### config.mk
export PLATFORM = sky130hd
export DESIGN_NAME = led_cnt_cfg_seq
export DESIGN_NICKNAME = d
export VERILOG_FILES = /design/src/rtl/led_cnt_cfg_seq.sv
export SDC_FILE = /design/constraint.sdc
export NUM_CORES = 1
export LEC_CHECK = 0
export BUFFER_PORTS_ARGS = -buffer_cell sky130_fd_sc_hd__buf_2
export CAP_MARGIN = 20
export CELL_PAD_IN_SITES_DETAIL_PLACEMENT = 1
export CELL_PAD_IN_SITES_GLOBAL_PLACEMENT = 1
export CORE_MARGIN = 10
export CORE_UTILIZATION = 42
export CTS_CLUSTER_SIZE = 14
export DETAILED_ROUTE_END_ITERATION = 16
export PLACE_DENSITY = 0.82
export SLEW_MARGIN = 25
export SYNTH_ARGS = -nofsm -noshare
export SYNTH_HDL_FRONTEND = slang
export SYNTH_SLANG_ARGS = --single-unit
### constraint.sdc
create_clock -name clk100 -period 2.6 [get_ports clk100]
set_input_delay 0.26 -clock clk100 [delete_from_list [all_inputs] [get_ports clk100]]
set_output_delay 0.26 -clock clk100 [all_outputs]
set_load 0.01 [all_outputs]
### src/rtl/led_cnt_cfg_seq.sv
// led_cnt_cfg_seq: steps the LED counter divider, applies host overrides
// and sequences the partial-reconfiguration decouple/ack handshake.
module led_cnt_cfg_seq #(
  parameter int DIV_MIN     = 4,
  parameter int DIV_MAX     = 24,
  parameter int DWELL       = 1000,
  parameter int DWELL_W     = 32,
  parameter int RECOVER_CYC = 16
) (
  input  logic       clk100,
  input  logic       rstn,
  input  logic       en_i,
  input  logic       cfg_load_i,
  input  logic [4:0] cfg_div_i,
  output logic       load_ack_o,
  input  logic       pr_req_i,
  input  logic       pr_done_i,
  output logic       decouple_o,
  output logic       pr_ack_o,
  output logic [4:0] div_o,
  output logic       wren_o,
  output logic       busy_o
);

  localparam int RC_W = (RECOVER_CYC > 1) ? $clog2(RECOVER_CYC) : 1;

  localparam logic [4:0] MIN_V = 5'(DIV_MIN);
  localparam logic [4:0] MAX_V = 5'(DIV_MAX);

  localparam logic [DWELL_W-1:0] DW_LD = DWELL_W'(DWELL - 1);
  localparam logic [RC_W-1:0]    RC_LD = RC_W'(RECOVER_CYC - 1);

  typedef enum logic [2:0] {
    S_IDLE,
    S_WRITE,
    S_DWELL,
    S_DECOUPLE,
    S_PR_WAIT,
    S_RECOVER
  } state_t;

  state_t             state_q, state_d;
  logic [4:0]         div_q, div_d;
  logic [DWELL_W-1:0] cnt_q, cnt_d;
  logic [RC_W-1:0]    rc_q, rc_d;
  logic               ld_q, ld_d;
  logic               lack_q, lack_d;
  logic               wren_q, wren_d;
  logic               dec_q, dec_d;
  logic               prack_q, prack_d;
  logic               busy_q, busy_d;

  function automatic logic [4:0] clamp(input logic [4:0] v);
    if (v < MIN_V) return MIN_V;
    if (v > MAX_V) return MAX_V;
    return v;
  endfunction

  function automatic logic [4:0] step(input logic [4:0] v);
    return (v == MAX_V) ? MIN_V : v + 5'd1;
  endfunction

  always_comb begin
    state_d = state_q;
    div_d   = div_q;
    cnt_d   = cnt_q;
    rc_d    = rc_q;
    ld_d    = 1'b0;
    lack_d  = 1'b0;
    unique case (state_q)
      S_IDLE, S_DWELL: begin
        if (pr_req_i) begin
          state_d = S_DECOUPLE;
        end else if (cfg_load_i) begin
          div_d   = clamp(cfg_div_i);
          lack_d  = 1'b1;
          ld_d    = 1'b1;
          state_d = S_WRITE;
        end else if (state_q == S_IDLE) begin
          if (en_i) state_d = S_WRITE;
        end else if (cnt_q == '0) begin
          div_d   = step(div_q);
          state_d = en_i ? S_WRITE : S_IDLE;
        end else begin
          cnt_d = cnt_q - DWELL_W'(1);
        end
      end
      // after a load, WRITE spends one settle cycle before the strobe
      S_WRITE: begin
        if (!ld_q) begin
          state_d = S_DWELL;
          cnt_d   = DW_LD;
        end
      end
      S_DECOUPLE: state_d = S_PR_WAIT;
      S_PR_WAIT: begin
        if (pr_done_i) begin
          state_d = S_RECOVER;
          rc_d    = RC_LD;
        end
      end
      S_RECOVER: begin
        if (rc_q == '0) state_d = S_WRITE;
        else rc_d = rc_q - RC_W'(1);
      end
      default: state_d = S_IDLE;
    endcase
  end

  always_comb begin
    wren_d  = (state_d == S_WRITE) && !ld_d;
    dec_d   = state_d inside {S_DECOUPLE, S_PR_WAIT, S_RECOVER};
    prack_d = (state_d == S_PR_WAIT);
    busy_d  = (state_d != S_IDLE);
  end

  always_ff @(posedge clk100 or negedge rstn) begin
    if (!rstn) begin
      state_q <= S_IDLE;
      div_q   <= MIN_V;
      cnt_q   <= '0;
      rc_q    <= '0;
      ld_q    <= 1'b0;
      lack_q  <= 1'b0;
      wren_q  <= 1'b0;
      dec_q   <= 1'b0;
      prack_q <= 1'b0;
      busy_q  <= 1'b0;
    end else begin
      state_q <= state_d;
      div_q   <= div_d;
      cnt_q   <= cnt_d;
      rc_q    <= rc_d;
      ld_q    <= ld_d;
      lack_q  <= lack_d;
      wren_q  <= wren_d;
      dec_q   <= dec_d;
      prack_q <= prack_d;
      busy_q  <= busy_d;
    end
  end

  assign div_o      = div_q;
  assign wren_o     = wren_q;
  assign load_ack_o = lack_q;
  assign decouple_o = dec_q;
  assign pr_ack_o   = prack_q;
  assign busy_o     = busy_q;

endmodule

# --- After elaboration in Yosys (flattened, before gate mapping) ---
# Index checks and enable logic that the tools add are counted.
totals:
  regBits: 49
  in_bits: 11
  output_inout_bits: 10
  word_cells: 86
classes:
  addsub: 3
  magnitude_cmp: 2
  eq_ne: 18
  muxes: 39
  bitwise_logic: 1
  reduce_logical: 14
op_table:
  columns: ["op", "n"]
  rows:
  - ["2-to-1 mux 32 bit", 5]
  - ["one-hot mux 32 bit (2 select lines)", 1]
  - ["2-to-1 mux 5 bit", 8]
  - ["logical NOT 32 bit", 1]
  - ["subtractor 32 x 1 -> 32 bit, second input constant", 1]
  - ["2-to-1 mux 3 bit", 8]
  - ["inequality test 2 bit, second input constant", 8]
  - ["one-hot mux 3 bit (5 select lines)", 1]
  - ["2-to-1 mux 1 bit", 13]
  - ["equality test 3 bit, second input constant", 4]
  - ["equality test 3 x 2 -> 1 bit, second input constant", 3]
  - ["2-to-1 mux 4 bit", 2]
  - ["one-hot mux 4 bit (2 select lines)", 1]
  - ["equality test 3 x 1 -> 1 bit, second input constant", 2]
  - ["AND reduction 6 bit", 1]
  - ["nonzero test 2 bit", 3]
  - ["nonzero test 3 bit", 2]
  - ["adder 5 x 1 -> 5 bit, second input constant", 1]
  - ["equality test 5 bit, second input constant", 1]
  - ["> comparator 5 bit, second input constant", 1]
  - ["< comparator 5 x 3 -> 1 bit, second input constant", 1]
  - ["logical NOT 4 bit", 1]
  - ["AND reduction 4 bit", 1]
  - ["subtractor 4 x 1 -> 4 bit, second input constant", 1]
  - ["other kinds (6)", 6]

# --- Depth between registers and ports, before layout ---
# Gate-level depths: netlist of the first run.
logic_depth:
  word_depth: 12
  ltp_mapped: 8
  ltp_nobuf: 7

# --- Worst setup path before layout of the first run ---
# OpenSTA, ideal clock, no wires.
synth_timing:
  path_type: "reg-to-reg"
  start: "register cnt_q[15]"
  end: "register div_q[0] (netlist: div_o[0])"
  setup_time_ps: 125
  arrival_time_ps: 2406
  required_time_ps: 2475
  setup_slack_ps: 69
  path_stages_with_launch: 8
  n_path_buf: 2
  synth_period_minus_slack_ps: 2531
  cell_sequence: "dfrtp_1 > or4_1 > buf_2 > or3_1 > buf_2 > nor4_4 > or2_1 > mux2_2"
synth_between:
  elab_chain_len: 3
synth_lines:
  columns: ["element", "line_no", "source"]
  rows:
  - ["start: declaration", "44", "logic [DWELL_W-1:0] cnt_q, cnt_d;"]
  - ["start signal: assignment", "132", "cnt_q <= cnt_d;"]
  - ["logical NOT 32 bit", "81", "end else if (cnt_q == '0) begin"]
  - ["nonzero test 2 bit (no line)", null, null]
  - ["AND reduction 4 bit (no line)", null, null]
  - ["end signal: assignment", "131", "div_q <= div_d;"]
  - ["end: declaration", "43", "logic [4:0] div_q, div_d;"]
# Every way passes these cells.
# A chain may end at the register's enable or synchronous reset.

# --- Final worst setup path of the first run ---
layout_timing:
  start: "register cnt_q[4]"
  end: "register cnt_q[27]"
layout_between:
  elab_chain_len: 6
  word_cells_on_any_way: 9
  classes_between: "add/sub (1); eq/ne (1); mux (5); reduce/logical (2)"
layout_lines:
  columns: ["element", "line_no", "source"]
  rows:
  - ["subtractor 32 x 1 -> 32 bit", "85", "cnt_d = cnt_q - DWELL_W'(1);"]
  - ["2-to-1 mux 32 bit", "81", null]
  - ["2-to-1 mux 32 bit", "79", "end else if (state_q == S_IDLE) begin"]
  - ["2-to-1 mux 32 bit", "74", "end else if (cfg_load_i) begin"]
  - ["2-to-1 mux 32 bit", "72", "if (pr_req_i) begin"]
  - ["one-hot mux 32 bit (2 select lines)", "70", "unique case (state_q)"]
# Several ways; a longest one is shown, not always the timed one. The select of a mux whose other input is x is not followed.

==> metrics.txt, run 1 <==
Rows=28; Synthesis Warnings=0; Die Y-Extent=99.6 um; RSZ-0062 raised after global routing=true; final std cells w/o fill=403; share of Yosys cell area claimed by the top area cell type=0.451; FF-to-FF setup slack=0.05 ns; setup ws final=0.0534 ns; initial antenna violation count=0; core area=6030 um2; GRT Total Usage=0.158; ys async rst share=1.00; Crit Path Category=reg2reg; status=complete, no violations; Critical Path Max Stage Delay=0.59 ns; relative slew slack=0.569; static leakage power=0.00139 uW; Tmin final=2.55 ns; crit path max fanout=6; buffers and inverters on the worst path=0; grt total ovfl=0; Seq/Total Area, Yosys=0.461; Clock Latency Late Sink=0.31 ns; commonest non-fill, non-tap cells in the layout=48 x dfrtp_1, 24 x a21oi_1, 23 x buf_4, 22 x nand2_1; Die ar.=9930 um2; number of buffers created by CTS=5; commonest non-fill, non-tap cell in the layout=dfrtp_1; RePlAce Congestion=0.809; placed cell count=394; total routed wirelength=7.53 mm; dpl ws=0.0772 ns; clk slew on worst S/H paths=0.10 ns; PortBufs=20; First-pass DRT Iterations=4; Synth area leader=dfrtp_1; synthesized flop and latch total=49; CP top delay family=simple AND/OR/NAND/NOR gates; clock buffer depth=2; Max Freq=0.393 GHz; nature of the critical path endpoint=flip-flop; post-synthesis cell area=2660 um2; routed len/inst=18.7 um; fraction of layout cells with a size suffix above 1=0.207; hold slack=0.245 ns; CP Data Arrival Time=2.78 ns; ratio of final minimum period to clock period=0.979; Slew Limit Fails=0; largest net degree at the start of global routing=30; average size of a mapped cell=9.28 um2; CP required=2.84 ns; postcts setup bufs=0; final hold vios=0; Post-synth EDFFs=0; Worst Setup Start Kind=flip-flop; Detail Route Antenna Nets=0; HPWL Detailed=5.35 mm; vias in the first global route=2599; clock sinks=49; Final Power=2450 uW; I/O pins=21; syn_nets=302; TritonCTS clock tree=yes; Post-layout nets=342; # Max-Cap Violations=0; htree depth=2; DR DRC count=0; Diodes inserted=0; Main synth FF type=dfrtp_1; Vias=2424; gate count after technology mapping=287; HP Class=in2reg; die width=99.6 um; Worst IR Drop VDD=0.490 mV; Synth area leaders=dfrtp_1 45%, a21oi_1 4.5%, nor3_1 3.2%, nand2_1 3.1%, o21ai_0 3.0%; worst slew pin tran=0.646 ns; Clock Tree Root=clkbuf_8; Critical Path Most Common Cell=or4_4; DR iter-0 viols=104; first-pass GRT wire length=13.0 mm; Max stage delay cell, worst path=or4_4; CP cell instances=or4_4, or4_4, a311o_1, or4_1, a21oi_1; power per cell area=778 nW/um2; distinct cell type count after synthesis=49; clock skew=0.00763 ns; Avg Vias per Cell=6.01; Area Overhead vs Synth=18.4%; initial core utilization=0.442; # setup viols final=0
report_power, final:
| part | leakage [uW] | internal, uW | switching (uW) |
|---|---|---|---|
| Combinational | 0.000719 | 305 | 512 |
| Clock | 0.0000681 | 382 | 265 |
| Sequential | 0.000602 | 881 | 107 |
kinds of logic (layout without fill, tap and decap cells):
group / Yosys count / in the layout / synth area share
XOR/XNOR: 3 / 3 / 0.00987
buffers and inverters: 24 / 65 / 0.0357
flip-flops: 49 / 49 / 0.461
adder cells (fa/ha/maj): 4 / 4 / 0.0188
multiplexers: 5 / 5 / 0.0193
AO/OA/AOI/OAI: 81 / 81 / 0.205
AND/OR/NAND/NOR: 121 / 121 / 0.251
cells in the mapped netlist (all sizes together) (2+ instances only):
cell type / instances
a21oi: 24
ha: 4
xor2: 3
nor4: 7
o211ai: 7
o221ai: 3
dfrtp: 48
or3: 12
o41ai: 5
o21ai: 16
nor2: 20
o22a: 2
nand2b: 3
clkbuf: 8
o311ai: 5
nand2: 22
nand3: 9
mux2i: 4
nor3b: 2
a31oi: 3
or4: 10
nand4: 3
inv: 13
o31ai: 8
or4b: 2
buf: 3
nor3: 17
and3: 5
or2: 6
final timing paths:
path | start | end | cells after the start
max | cnt_q[4] | cnt_q[27] | 5
min | pr_req_i | decouple_o | 3
max reg2reg | cnt_q[4] | cnt_q[27] | 5
min reg2reg | cnt_q[20] | cnt_q[20] | 1
max in group asynchronous | rstn | rc_q[2] | 3
min in group asynchronous | rstn | cnt_q[7] | 2
area by class of cell:
cell class,instances,area [um2]
multi-input cells,214,1370
well taps,75,93.8
repair buffers,44,283
clock inverters,3,65.1
fillers,720,2870
flip-flops and latches,49,1230
inverters,13,48.8
clock buffers,5,68.8
through the flow:
step | setup TNS [ns] | util | cell area [um2]
2_1_floorplan | 0 | - | 2660
5_1_grt | -0.275 | 0.523 | 3150
3_5_place_dp | 0 | 0.496 | 2990
4_1_cts | 0 | 0.520 | 3130
6_report | 0 | 0.523 | 3150
3_3_place_gp | 0 | 0.496 | 2990
repair_timing:
action | in CTS | in global routing
setup endpoints to repair | 0 | 10
hold endpoints to repair | 19 | 0
gates resized for setup | 0 | 2
hold buffers | 1 | 0
routing by layer:
metal	track usage	part of all wire
met1	0.182	0.44
met5	0	0
met3	0.0277	0.022
met4	0.0507	0.012
met2	0.286	0.53
worst min-delay path: cells and delay by family:
family	cells	cell delay (ns)
buf+inv	1	0.13
simple gates	2	0.12
registers in the layout (all words and copies together) (netlist names):
| name | count |
|---|---|
| decouple_o | 1 |
| cnt_q | 32 |
| div_o | 5 |
| state_q | 3 |
| load_ack_o | 1 |
| busy_o | 1 |
| rc_q | 4 |
| wren_o | 1 |
| pr_ack_o | 1 |
(Power assumes the default switching activity.)
==> inputs of run 2 (changes only) <==
--- a/config.mk
+++ b/config.mk
@@ -13,7 +13,7 @@
 export CORE_UTILIZATION = 42
 export CTS_CLUSTER_SIZE = 14
 export DETAILED_ROUTE_END_ITERATION = 16
-export PLACE_DENSITY = 0.82
+export PLACE_DENSITY = 0.73
 export SLEW_MARGIN = 25
 export SYNTH_ARGS = -nofsm -noshare
 export SYNTH_HDL_FRONTEND = slang
==> run 2 against run 1 <==
  * Critical path depth is the same
  * Register-to-register slack gained 0.03 ns
  * Critical path type unchanged
  * Sequential share of layout area grew 0.39 points
==> metrics.txt, run 2 (synthesized netlist as in run 1, its figures left out) <==
I/O pins=21 (unchanged); htree depth=2 (unchanged); Avg Vias per Cell=5.92 (was 6.01); HP Class=in2reg (unchanged); P_sw=822 uW (was 884 uW); Rows=28 (unchanged); ratio of final minimum period to clock period=0.968 (was 0.979); commonest non-fill, non-tap cells in the layout=48 x dfrtp_1, 25 x buf_4, 24 x a21oi_1, 22 x nand2_1 (was 48 x dfrtp_1, 24 x a21oi_1, 23 x buf_4, 22 x nand2_1); cell internal pwr=1370 uW (was 1570 uW); number of buffers created by CTS=5 (unchanged); TritonCTS clock tree=yes (unchanged); die width=99.6 um (unchanged); worst slew pin tran=0.627 ns (was 0.646 ns); Crit Path Category=reg2reg (unchanged); vias in the first global route=2459 (was 2599); Top reg by flops=cnt_q (unchanged); Slew Limit Fails=0 (unchanged); final std cells w/o fill=405 (was 403); relative slew slack=0.581 (was 0.569); initial core utilization=0.442 (unchanged); clk slew on worst S/H paths=0.09 ns (was 0.10 ns); DR iter-0 viols=91 (was 104); Die Y-Extent=99.6 um (unchanged); total routed wirelength=6.89 mm (was 7.53 mm); PortBufs=20 (unchanged); dpl ws=0.0909 ns (was 0.0772 ns); Clk pwr share=0.204 (was 0.264); CP required=2.83 ns (was 2.84 ns); placed cell count=396 (was 394); HPWL Detailed=5.16 mm (was 5.35 mm); Final Util=0.518 (was 0.523); Setup TNS Final=0 ns (unchanged); nature of the critical path endpoint=flip-flop (unchanged); Die ar.=9930 um2 (unchanged); largest net degree at the start of global routing=27 (was 30); Worst Setup Start Kind=flip-flop (unchanged); Diodes inserted=0 (unchanged); Switching Share=0.375 (was 0.361); Max Freq=0.397 GHz (was 0.393 GHz); Worst IR Drop VDD=0.393 mV (was 0.490 mV); GRT Total Usage=0.143 (was 0.158); Sequential Power Share=0.448 (was 0.403); postcts setup bufs=0 (unchanged); Tmin final=2.52 ns (was 2.55 ns); First-pass DRT Iterations=4 (unchanged); final instance area=3120 um2 (was 3150 um2); # Max-Cap Violations=0 (unchanged); combinational share of power=0.348 (was 0.333); Post-layout nets=344 (was 342); # setup viols final=0 (unchanged); Fillers=721 (was 720); CP Data Arrival Time=2.75 ns (was 2.78 ns); max reg flops=32 (unchanged); placed cell areas=3000 um2 (was 2990 um2); Area Overhead vs Synth=17.2% (was 18.4%); status=complete, no violations (unchanged); static leakage power=0.00137 uW (was 0.00139 uW); final hold vios=0 (unchanged); clock skew=0.0117 ns (was 0.00763 ns); Clock Tree Root=clkbuf_8 (unchanged); clock buffer depth=2 (unchanged); DR DRC count=0 (unchanged); Detail Route Antenna Nets=0 (unchanged); core area=6030 um2 (unchanged); setup ws final=0.0836 ns (was 0.0534 ns); RePlAce Congestion=0.818 (was 0.809); RSZ-0062 raised after global routing=true (unchanged); Vias=2397 (was 2424); initial antenna violation count=0 (unchanged); clock sinks=49 (unchanged); routed len/inst=17.0 um (was 18.7 um); first-pass GRT wire length=12.0 mm (was 13.0 mm); fraction of layout cells with a size suffix above 1=0.206 (was 0.207); commonest non-fill, non-tap cell in the layout=dfrtp_1 (unchanged); crit path max fanout=6 (unchanged); Clock Latency Late Sink=0.30 ns (was 0.31 ns); power per cell area=701 nW/um2 (was 778 nW/um2); grt total ovfl=0 (unchanged)
-- run 2: cell count changes in the layout (fill, tap and decap cells not counted) --
cell,previous run,this run
o41ai_2,0,1
clkbuf_1,0,3
o41ai_1,5,4
bufinv_16,2,0
clkinv_2,1,0
buf_4,23,25
-- run 2: path summary, 6_finish.rpt --
kind	slack [ns]	start	endpoint	cells after the start
max	0.08	cnt_q[4]	cnt_q[27]	5
max in group asynchronous	1.79	rstn	div_o[2]	3
min reg2reg	0.49	cnt_q[20]	cnt_q[20]	1
max reg2reg	0.08	cnt_q[4]	cnt_q[27]	5
min in group asynchronous	0.48	rstn	cnt_q[19]	3
min	0.22	pr_req_i	decouple_o	3
-- run 2: repair_timing --
action | in CTS | in global routing
setup endpoints to repair | 0 | 5
hold buffers | 1 | 0
hold endpoints to repair | 48 | 0
gates resized for setup | 0 | 3
-- run 2: through the flow --
step / hold slack, ns / total power, uW
6_report: 0.218 / 2190
3_5_place_dp: 0.276 / 1770
2_1_floorplan: -0.0356 / 1470
3_3_place_gp: 0.275 / 1750
5_1_grt: 0.229 / 2360
4_1_cts: 0.212 / 2220
-- run 2: cell type report --
class | instances | area, um2 | share of cell area
flip-flops and latches | 49 | 1230 | 0.393
inverters | 13 | 48.8 | 0.0156
repair buffers | 46 | 298 | 0.0954
multi-input cells | 214 | 1380 | 0.440
clock buffers | 8 | 80.1 | 0.0256
well taps | 75 | 93.8 | 0.0300
-- run 2: routing by layer --
metal | global-route usage | routed length, um | up-vias
met3 | 0.0221 | 116 | 7
met4 | 0.0430 | 74 | 0
met1 | 0.189 | 3330 | 1200
met2 | 0.233 | 3370 | 15
li1 | - | - | 1175
met5 | 0 | 0 | -
-- run 2: critical path: stages (launching register included) --
cell and delay [ns]:
dfrtp_1 0.43, or4_4 0.51, or4_4 0.59, a311o_1 0.36
or4_1 0.42, a21oi_1 0.15
-- run 2: power groups by stage --
stage | registers, uW | clock network [uW] | logic [uW]
2_1_floorplan | 1010 | 0 | 459
3_3_place_gp | 994 | 0 | 756
3_5_place_dp | 999 | 0 | 773
4_1_cts | 982 | 457 | 779
5_1_grt | 1000 | 484 | 874
6_report | 980 | 446 | 762
==> inputs of run 3 (changes only) <==
--- a/config.mk
+++ b/config.mk
@@ -13,7 +13,7 @@
 export CORE_UTILIZATION = 42
 export CTS_CLUSTER_SIZE = 14
 export DETAILED_ROUTE_END_ITERATION = 16
-export PLACE_DENSITY = 0.73
+export PLACE_DENSITY = 0.76
 export SLEW_MARGIN = 25
 export SYNTH_ARGS = -nofsm -noshare
 export SYNTH_HDL_FRONTEND = slang
==> run 3 against run 2 <==
  * Critical path depth unchanged
  * Utilization increased by 0.21 points
  * Worst hold slack improved by 0.041 ns
  * Non-clock buffer count increased by 1
  * Cell area increased by 0.40%
  * Sequential share of layout area decreased by 0.16 points
  * First-iteration DRC count increased by 31%
  * Critical endpoint unchanged
==> metrics.txt, run 3 (synthesized netlist as in run 1, its figures left out) <==
clk slew on worst S/H paths=0.09 ns (about the same); combinational share of power=0.355 (was 0.348); static leakage power=0.00138 uW (was 0.00137 uW); # setup viols final=0 (unchanged); GRT Total Usage=0.146 (was 0.143); clock skew=0.00528 ns (was 0.0117 ns); RePlAce Congestion=0.811 (was 0.818); Slew Limit Fails=0 (unchanged); first-pass GRT wire length=12.2 mm (was 12.0 mm); Area Overhead vs Synth=17.7% (was 17.2%); area occupied by multi-input gates=1360 um2 (was 1380 um2); worst reg-to-reg path cell count=5 (unchanged); power per cell area=714 nW/um2 (was 701 nW/um2); worst hold endpoint=decouple_o (unchanged); Worst IR Drop VDD=0.428 mV (was 0.393 mV); r2r startpoint=cnt_q[2] (was cnt_q[4]); Hold Crit Start=pr_req_i (unchanged); HP Class=in2reg (unchanged); Post-layout nets=345 (was 344); initial core utilization=0.442 (unchanged); Final Power=2240 uW (was 2190 uW); commonest non-fill, non-tap cells in the layout=48 x dfrtp_1, 25 x buf_4, 24 x a21oi_1, 22 x nand2_1 (unchanged); Sequential Power Share=0.439 (was 0.448); total routed wirelength=6.97 mm (was 6.89 mm); worst slew pin tran=0.636 ns (was 0.627 ns); PortBufs=20 (unchanged); register area=1230 um2 (unchanged); Clock Tree Root=clkbuf_8 (unchanged); Avg Vias per Cell=6.04 (was 5.92); commonest non-fill, non-tap cell in the layout=dfrtp_1 (unchanged); status=complete, no violations (unchanged); Critical Path Max Stage Delay=0.59 ns (about the same); fraction of layout cells with a size suffix above 1=0.212 (was 0.206); clock buffer depth=2 (unchanged); Detail Route Antenna Nets=0 (unchanged); HPWL Detailed=5.11 mm (was 5.16 mm); initial antenna violation count=0 (unchanged); nature of the critical path endpoint=flip-flop (unchanged); number of buffers created by CTS=5 (unchanged); Die ar.=9930 um2 (unchanged); DR iter-0 viols=119 (was 91); P_sw=837 uW (was 822 uW); WHS Path Cells=3 (unchanged); max reg flops=32 (unchanged); CP cell instances=or4_4, or4_4, a311o_1, or4_1, a21oi_1 (unchanged); Diodes inserted=0 (unchanged); Critical Path Most Common Cell=or4_4 (unchanged); # Max-Cap Violations=0 (unchanged); routed len/inst=17.2 um (was 17.0 um); TritonCTS clock tree=yes (unchanged); crit path max fanout=6 (unchanged); Max Freq=0.398 GHz (was 0.397 GHz); FF-to-FF End=cnt_q[27] (unchanged); Max stage delay cell, worst path=or4_4 (unchanged); grt total ovfl=0 (unchanged); Crit Path Category=reg2reg (unchanged); Setup TNS Final=0 ns (unchanged); RSZ-0062 raised after global routing=false (was true); relative slew slack=0.575 (was 0.581); FF-to-FF setup slack=0.09 ns (was 0.08 ns); CP required=2.83 ns (about the same); DR DRC count=0 (unchanged); Die Y-Extent=99.6 um (unchanged); clock sinks=49 (unchanged); vias in the first global route=2559 (was 2459); I/O pins=21 (unchanged); ratio of final minimum period to clock period=0.965 (was 0.968); Top reg by flops=cnt_q (unchanged); Worst Setup Start Kind=flip-flop (unchanged); Switching Share=0.374 (was 0.375); Clock Latency Late Sink=0.30 ns (about the same); die width=99.6 um (unchanged); final hold vios=0 (unchanged); Clk pwr share=0.206 (was 0.204); Final Util=0.520 (was 0.518); largest net degree at the start of global routing=50 (was 27); core area=6030 um2 (unchanged); Fillers=719 (was 721); First-pass DRT Iterations=4 (unchanged); Vias=2447 (was 2397); Tmin final=2.51 ns (was 2.52 ns); CP Data Arrival Time=2.74 ns (was 2.75 ns); Rows=28 (unchanged); cell internal pwr=1400 uW (was 1370 uW); htree depth=2 (unchanged)
[run 3: cell types whose count changed in the layout (fill, tap and decap cells not counted), sizes merged]
cell / delta
clkbuf: -1
buf: +1
[run 3: how the worst max path moves through the flow]
| stage | startpoint | cells past startpoint | endpoint | slack [ns] |
|---|---|---|---|---|
| floorplan | cnt_q[15] | 7 | div_o[0] | 0.07 |
| global placement | cnt_q[16] | 5 | div_o[0] | 0.13 |
| detailed placement | cnt_q[16] | 5 | div_o[0] | 0.05 |
| CTS | cnt_q[16] | 5 | div_o[0] | 0.01 |
| global route | cnt_q[22] | 5 | wren_o | 0.01 |
| finish | cnt_q[2] | 5 | cnt_q[27] | 0.09 |
[run 3: metrics by stage]
stage          hold slack [ns]  instances  instance area [um2]  setup slack [ns]
2_1_floorplan          -0.0356        287                 2660            0.0690
5_1_grt                  0.264        405                 3140            0.0134
6_report                 0.259        405                 3140            0.0904
3_5_place_dp             0.271        396                 3020            0.0527
4_1_cts                  0.253        404                 3110            0.0148
3_3_place_gp             0.269        396                 3020             0.133
[run 3: cell type report]
cell class | count | area share
inverters | 13 | 0.0156
flip-flops and latches | 49 | 0.391
repair buffers | 47 | 0.101
well taps | 75 | 0.0299
clock buffers | 7 | 0.0275
multi-input cells | 214 | 0.434
[run 3: repair_timing]
action | in CTS | in global routing
resized for setup | 0 | 2
hold buffers | 1 | 0
hold endpoints to repair | 48 | 0
buffers inserted | 0 | 1
setup endpoints to repair | 0 | 11
[run 3: critical path: cells and delay by family (launching register included)]
kind | cells | cell delay, ns
flip-flops | 1 | 0.38
AO/OA/AOI/OAI | 2 | 0.51
AND/OR/NAND/NOR | 3 | 1.55
[run 3: layer usage]
| layer | wire length, um | up-vias | GRT usage |
|---|---|---|---|
| met5 | 0 | - | 0 |
| met4 | 63 | 0 | 0.0342 |
| met3 | 178 | 5 | 0.0277 |
| met2 | 3490 | 25 | 0.247 |
| met1 | 3240 | 1242 | 0.187 |
| li1 | - | 1175 | - |
[run 3: power by group through the flow]
stage	clock [uW]	sequential, uW	combinational [uW]
2_1_floorplan	0	1010	459
3_3_place_gp	0	992	766
3_5_place_dp	0	1000	800
4_1_cts	471	985	807
5_1_grt	506	1000	901
6_report	460	982	795
